**src/rtl/instr_sequencer.sv**
```systemverilog
// Fetch/decode/dispatch controller: latches an instruction, starts exactly one
// execution unit, waits for its done (bounded by a timeout) and then retires it.
module instr_sequencer #(
  parameter int unsigned NUM_UNITS = 4,
  parameter int unsigned TIMEOUT   = 16
) (
  input  logic                 clk,
  input  logic                 rst,
  input  logic                 run_i,
  input  logic [15:0]          mem_rdata_i,
  input  logic                 mem_valid_i,
  input  logic [NUM_UNITS-1:0] unit_done_i,
  output logic [15:0]          ir_o,
  output logic [NUM_UNITS-1:0] unit_start_o,
  output logic                 pc_inc_o,
  output logic                 busy_o,
  output logic                 halted_o,
  output logic                 illegal_o,
  output logic                 timeout_err_o,
  output logic [15:0]          instr_count_o
);

  localparam int unsigned SelW   = (NUM_UNITS > 1) ? $clog2(NUM_UNITS) : 1;
  localparam int unsigned TimerW = $clog2(TIMEOUT);

  typedef enum logic [2:0] {
    StIdle,
    StFetch,
    StDecode,
    StDispatch,
    StWait,
    StRetire,
    StHalted,
    StError
  } state_e;

  state_e               state_q, state_d;
  logic [15:0]          ir_q, ir_d;
  logic [SelW-1:0]      sel_q, sel_d;
  logic [TimerW-1:0]    timer_q, timer_d;
  logic [NUM_UNITS-1:0] unit_start_q, unit_start_d;
  logic                 pc_inc_q, pc_inc_d;
  logic                 busy_q, busy_d;
  logic                 halted_q, halted_d;
  logic                 illegal_q, illegal_d;
  logic                 timeout_q, timeout_d;
  logic [15:0]          instr_count_q, instr_count_d;

  logic                 dec_nop, dec_halt, dec_unit_vld;
  logic [1:0]           dec_unit;
  logic                 unit_ok;

  // Opcode decode of the latched instruction.
  always_comb begin
    dec_nop      = 1'b0;
    dec_halt     = 1'b0;
    dec_unit_vld = 1'b0;
    dec_unit     = 2'd0;
    case (ir_q[15:12])
      4'h0:             dec_nop = 1'b1;
      4'h1, 4'h2:       begin dec_unit_vld = 1'b1; dec_unit = 2'd0; end
      4'h3, 4'h4, 4'h5: begin dec_unit_vld = 1'b1; dec_unit = 2'd1; end
      4'h6:             begin dec_unit_vld = 1'b1; dec_unit = 2'd2; end
      4'h7:             begin dec_unit_vld = 1'b1; dec_unit = 2'd3; end
      4'hF:             dec_halt = 1'b1;
      default:          ;
    endcase
    // A unit index beyond the instantiated units is treated as illegal.
    unit_ok = dec_unit_vld && (int'(dec_unit) < int'(NUM_UNITS));
  end

  // Next-state logic; every output register is a function of the next state.
  always_comb begin
    state_d       = state_q;
    ir_d          = ir_q;
    sel_d         = sel_q;
    timer_d       = timer_q;
    illegal_d     = illegal_q;
    timeout_d     = timeout_q;
    instr_count_d = instr_count_q;

    case (state_q)
      StIdle: begin
        if (run_i) state_d = StFetch;
      end
      StFetch: begin
        if (mem_valid_i) begin
          ir_d    = mem_rdata_i;
          state_d = StDecode;
        end
      end
      StDecode: begin
        if (dec_nop) begin
          state_d = StRetire;
        end else if (dec_halt) begin
          state_d = StHalted;
        end else if (unit_ok) begin
          sel_d   = SelW'(dec_unit);
          state_d = StDispatch;
        end else begin
          illegal_d = 1'b1;
          state_d   = StError;
        end
      end
      StDispatch: begin
        timer_d = '0;
        state_d = StWait;
      end
      StWait: begin
        if (unit_done_i[sel_q]) begin
          state_d = StRetire;
        end else if (timer_q == TimerW'(TIMEOUT - 1)) begin
          timeout_d = 1'b1;
          state_d   = StError;
        end else begin
          timer_d = timer_q + TimerW'(1);
        end
      end
      StRetire: begin
        state_d = run_i ? StFetch : StIdle;
      end
      StHalted, StError: ;
      default: state_d = StIdle;
    endcase

    if (state_d == StRetire) instr_count_d = instr_count_q + 16'd1;

    unit_start_d = (state_d == StDispatch) ? (NUM_UNITS'(1) << sel_d) : '0;
    pc_inc_d     = (state_d == StRetire);
    busy_d       = !(state_d inside {StIdle, StHalted, StError});
    halted_d     = (state_d == StHalted);
  end

  // State and output registers with asynchronous reset.
  always_ff @(posedge clk or posedge rst) begin
    if (rst) begin
      state_q       <= StIdle;
      ir_q          <= '0;
      sel_q         <= '0;
      timer_q       <= '0;
      unit_start_q  <= '0;
      pc_inc_q      <= 1'b0;
      busy_q        <= 1'b0;
      halted_q      <= 1'b0;
      illegal_q     <= 1'b0;
      timeout_q     <= 1'b0;
      instr_count_q <= '0;
    end else begin
      state_q       <= state_d;
      ir_q          <= ir_d;
      sel_q         <= sel_d;
      timer_q       <= timer_d;
      unit_start_q  <= unit_start_d;
      pc_inc_q      <= pc_inc_d;
      busy_q        <= busy_d;
      halted_q      <= halted_d;
      illegal_q     <= illegal_d;
      timeout_q     <= timeout_d;
      instr_count_q <= instr_count_d;
    end
  end

  assign ir_o          = ir_q;
  assign unit_start_o  = unit_start_q;
  assign pc_inc_o      = pc_inc_q;
  assign busy_o        = busy_q;
  assign halted_o      = halted_q;
  assign illegal_o     = illegal_q;
  assign timeout_err_o = timeout_q;
  assign instr_count_o = instr_count_q;

endmodule

```
**config.mk**
```make
export PLATFORM = sky130hd
export DESIGN_NAME = instr_sequencer
export DESIGN_NICKNAME = d
export VERILOG_FILES = /design/src/rtl/instr_sequencer.sv
export SDC_FILE = /design/constraint.sdc
export NUM_CORES = 1
export LEC_CHECK = 0
export ABC_CLOCK_PERIOD_IN_PS = 3260
export BUFFER_PORTS_ARGS = -buffer_cell sky130_fd_sc_hd__buf_2
export CAP_MARGIN = 20
export CORE_MARGIN = 1
export CORE_UTILIZATION = 45
export DETAILED_ROUTE_END_ITERATION = 10
export PLACE_DENSITY = 0.82
export SKIP_CTS_REPAIR_TIMING = 1
export SLEW_MARGIN = 30
export SYNTH_ARGS = -nofsm -noshare
export SYNTH_HDL_FRONTEND = slang
export SYNTH_SLANG_ARGS = --single-unit
```
**constraint.sdc**
```tcl
create_clock -name clk -period 3.26 [get_ports clk]
set_clock_uncertainty 0.2 [all_clocks]
set_input_delay 0.326 -clock clk [delete_from_list [all_inputs] [get_ports clk]]
set_output_delay 0.326 -clock clk [all_outputs]
set_load 0.1 [all_outputs]
```
After elaboration in Yosys (flattened, before gate mapping)
Cells that the tools add are included.

$add $sub $neg: 2. Multipliers: 0. Divide/modulo/power cells: 0. $lt $le $gt $ge: 1. Eq/ne operators: 20. Shift operators: 1. Mux-type cells: 23. Bitwise gates (word level): 4. Reductions and logical operators: 12.

Operator list (number): 2-to-1 mux 3 bit (7); one-hot mux 3 bit (6 select lines) (1); adder 16 x 1 -> 16 bit, second input constant (1); == test 4 x 3 -> 1 bit, second input constant (4); == test 3 bit, second input constant (5); 2-to-1 mux 4 bit (3); == test 3 x 2 -> 1 bit, second input constant (3); == test 4 x 2 -> 1 bit, second input constant (2); == test 4 bit, second input constant (2); 2-to-1 mux 2 bit (4); one-hot mux 4 bit (2 select lines) (1); OR reduction 7 bit (1); logical NOT 3 bit (2); one-hot mux 2 bit (3 select lines) (1); AND reduction 3 bit (2); 2-to-1 mux 1 bit (5); adder 4 x 1 -> 4 bit, second input constant (1); == test 4 x 1 -> 1 bit, second input constant (1); logical NOT 4 bit (1); != test 2 bit, second input constant (2); inverter 1 bit (4); AND reduction 4 bit (1); << shifter 1 x 2 -> 4 bit, first input constant (1); == test 3 x 1 -> 1 bit, second input constant (1); 7 further kinds (7).

Register bits: 50. Bits in latches: 0. Bits in writable memories: 0. Memory bits (read-only): 0. Output and inout port bits: 41. Logic and storage cells: 74. Memories kept: 0.

Logic depth before layout (Yosys ltp)
Depth after elaboration: 10. Depth in mapped cells: 8. Depth with buffers taken out: 6.

Least setup slack after synthesis
Ideal clock, no wire load.

Kind: register to register. From: reg ir_q[13], in the netlist ir_o[13]. To: reg instr_count_q[5], in the netlist instr_count_o[5]. Data arrival time: 2.535 ns. Path slack: 0.369 ns. Stages on the path, launching flop included: 8. Path through: dfrtp_1 -> buf_6 -> or4_1 -> a221o_1 -> nor3_4 -> buf_6 -> nand4_4 -> xnor2_2.

Word-level cells in the longest chain between the ends: 8. Elaborated cells on any way between the ends: 18. Those cells by class: eq/ne (9); mux (7); reduce/logical (2).

Ends and longest elaborated chain: start, declared (line 38) `logic [15:0] ir_q, ir_d;`; start signal, assigned (line 150) `ir_q <= ir_d;`; == test 4 x 3 -> 1 bit, or another cell as far along (line 59) `case (ir_q[15:12])`; OR reduction 7 bit (no line); 2-to-1 mux 1 bit (line 59); 2-to-1 mux 3 bit (line 97) `end else if (unit_ok) begin`; 2-to-1 mux 3 bit (line 95) `end else if (dec_halt) begin`; 2-to-1 mux 3 bit (*) (line 93) `if (dec_nop) begin`; one-hot mux 3 bit (6 select lines) (*) (line 82) `case (state_q)`; == test 3 bit (*) (line 126) `if (state_d == StRetire) instr_count_d = instr_count_q + 16'd1;`; end signal, assigned (line 159) `instr_count_q <= instr_count_d;`; end, declared (line 47) `logic [15:0] instr_count_q, instr_count_d;`.

Mark *: on every way between the ends. The rest lies on a longest branch, timed or not. A chain may end at the register's enable or synchronous reset.

Worst setup path in the final report
From: reg ir_q[13], in the netlist ir_o[13]. To: reg instr_count_q[8], in the netlist instr_count_o[8].

Same word-level chain as after synthesis.

==> flow_summary.toml <==
[timing]
slew_viol_final = 0
period_minus_slack_ns = 2.58
slew_headroom_pct = 46.2
worst_pin_slew_ns = 0.805
hold_viol_final = 0
rsz0062_at_grt = "no"
fmax_mhz = 387
fin_tns_setup_ns = 0
fin_crit_sh_pct = 79.2
finalSetupViolCount = 0

[clock_tree]
numCtsBuffers = 5
cts_buffer_depth = 2
cts_sinks = 50
cts-root-buf = "clkbuf_8"
htree_levels = 2
cts_tree = "done"
cts.clk_slew.worst_paths_ns = 0.09
clk_latency_ns = 0.30

[global_route]
grt_overflow = 0
grt_pass1_vias = 1523
antenna_found_initial = 0
grt_pass1_wl_mm = 6.89
grt_util_all_layers_pct = 16.8
grt_max_degree = 51

[worst_setup_path]
path_class = "reg2reg"
arrival_ns = 2.56
worstPathMaxFanout = 11
end_kind = "flop"
required_ns = 3.24
cp-start-kind = "flop"

[route]
routedWlPerCell_um = 13.1
vias = 1636
dr.pass1.iters = 4
ant_nets = 0
drt_iter0_markers = 113
drt-vias-per-instance = 5.08
drc = 0
wirelength_mm = 4.23

[synth]
synthesis.area_mm2 = 0.00228
yosys-top-cells-area = "dfrtp_1, mux2_2, xnor2_1, nand3_1, nand2_1"
syn_inst = 188
yosysSeqAreaShare_pct = 54.9
synth_top_area_share_pct = 54.9
ys_types = 46
synth_top_cell_by_area = "dfrtp_1"
synth_seq_cells = 50
synth_top_flop_cell = "dfrtp_1"
synth_edf_count = 0
yosys_warnings = 0
async_flop_share_pct = 100
syn_nets = 214
syn_avg_cell_area_um2 = 12.1

[finish]
stdcell_count = 322
fin_nets = 280
syn2layout_area_growth_pct = 21.9
design_area_mm2 = 0.00278
finish.utilization_pct = 58.0
fillers = 415
diodes = 0
layout-drive-gt1-share_pct = 39.6

[floorplanning]
fp-row-count = 25
initial_utilization_pct = 47.6
die_h_um = 73.1
die_w_um = 73.1
design.core.area_mm2 = 0.00479
ios = 65
die_area_mm2 = 0.00535

[run_status]
outcome = "complete, no violations"

[placement]
dp.cells = 313
placed_area_mm2 = 0.00266
hpwl_mm = 3.00
gp_congestion = 0.837
io_buffers = 64

[min_path]
holdCritPathClass = "in2reg"

[job]
maxCapViolations = 0
[stage by stage]
step	worst slack (ns)	hold WS, ns
after floorplan	0.369	0.258
after global placement	0.726	0.265
after detailed placement	0.695	0.249
after CTS	0.675	-0.0752
after global routing	0.558	0.0370
final	0.679	0.0529
[cell usage after synthesis, drive strengths merged, types with 5 or more instances]
cell / n
and3: 6
dfrtp: 50
inv: 5
mux2: 17
nand2: 12
nand3: 11
nand4: 7
nor2: 8
nor3: 7
xnor2: 15
[final timing paths]
path                                           start                      endpoint  slack [ns]  cells after the start
max                             ir_o[13]$_DFFE_PP0P_  instr_count_o[8]$_DFFE_PP0N_        0.68                      6
min reg2reg                timeout_err_o$_DFFE_PP0P_     timeout_err_o$_DFFE_PP0P_        0.27                      1
max in group asynchronous                        rst  instr_count_o[7]$_DFFE_PP0N_        1.97                      3
min in group asynchronous                        rst           ir_o[5]$_DFFE_PP0P_        0.46                      3
min                                  mem_rdata_i[10]          ir_o[10]$_DFFE_PP0P_        0.05                      2
max reg2reg                     ir_o[13]$_DFFE_PP0P_  instr_count_o[8]$_DFFE_PP0N_        0.68                      6
[placed cells by master (no fill, tap or decap), types with 2 or more instances in the layout]
cell       n
nor2_1     8
buf_2     64
nor3_1     6
or2_2      2
inv_1      4
mux2_2    16
and2_1     2
buf_4      2
and3_1     6
o21ai_0    4
nand2b_1   3
ha_1       2
xnor2_1   14
nand3_1   10
xor2_1     2
nand3b_1   2
clkbuf_8   5
dfrtp_1   50
and4_1     4
nand2_1   11
a21boi_0   2
nor3b_1    2
clkbuf_1   2
nand4_1    6
[cells by family after synthesis]
group                      share of synthesized area [%]
xor gates and xnor gates                            6.87
buffers and inverters                               3.19
adders and majority gates                           1.10
and+or+nand+nor                                     19.1
muxes                                               10.0
AOI/OAI and AO/OA                                   4.84
DFF                                                 54.9
[critical path, stage by stage, from the launching register on]
cell     delay, ns
dfrtp_1       0.48
or4_1         0.54
a221o_1       0.38
nor3_4        0.33
buf_4         0.24
nand3_1       0.11
xnor2_1       0.18
[area by class of cell]
class                      instances  area [µm²]  share of cell area [%]
timing repair buffer              67         345                    12.4
multi-input combinational        125         968                    34.9
tap                               67        83.8                    3.02
clock buffer                       7        76.3                    2.75
inverter                           5        21.3                   0.766
clock inverter                     1        30.0                    1.08
sequential                        50        1250                    45.1
[per-layer routing]
metal / wire length (µm) / global-route usage, % / share of wire, %
met5: 0 / 0 / 0
met4: 63 / 5.88 / 1.5
met3: 203 / 4.28 / 4.8
met2: 2020 / 27.4 / 48
met1: 1950 / 21.8 / 46
[sequential cells by signal (all words and copies together) (netlist names)]
register,count
unit_start_o,4
state_q,3
pc_inc_o,1
illegal_o,1
instr_count_o,16
timeout_err_o,1
busy_o,1
ir_o,16
halted_o,1
sel_q,2
timer_q,4
Power is left out: the tool's default activity adds up to more than one toggle a clock period on the data nets, which glitch-free logic cannot reach.
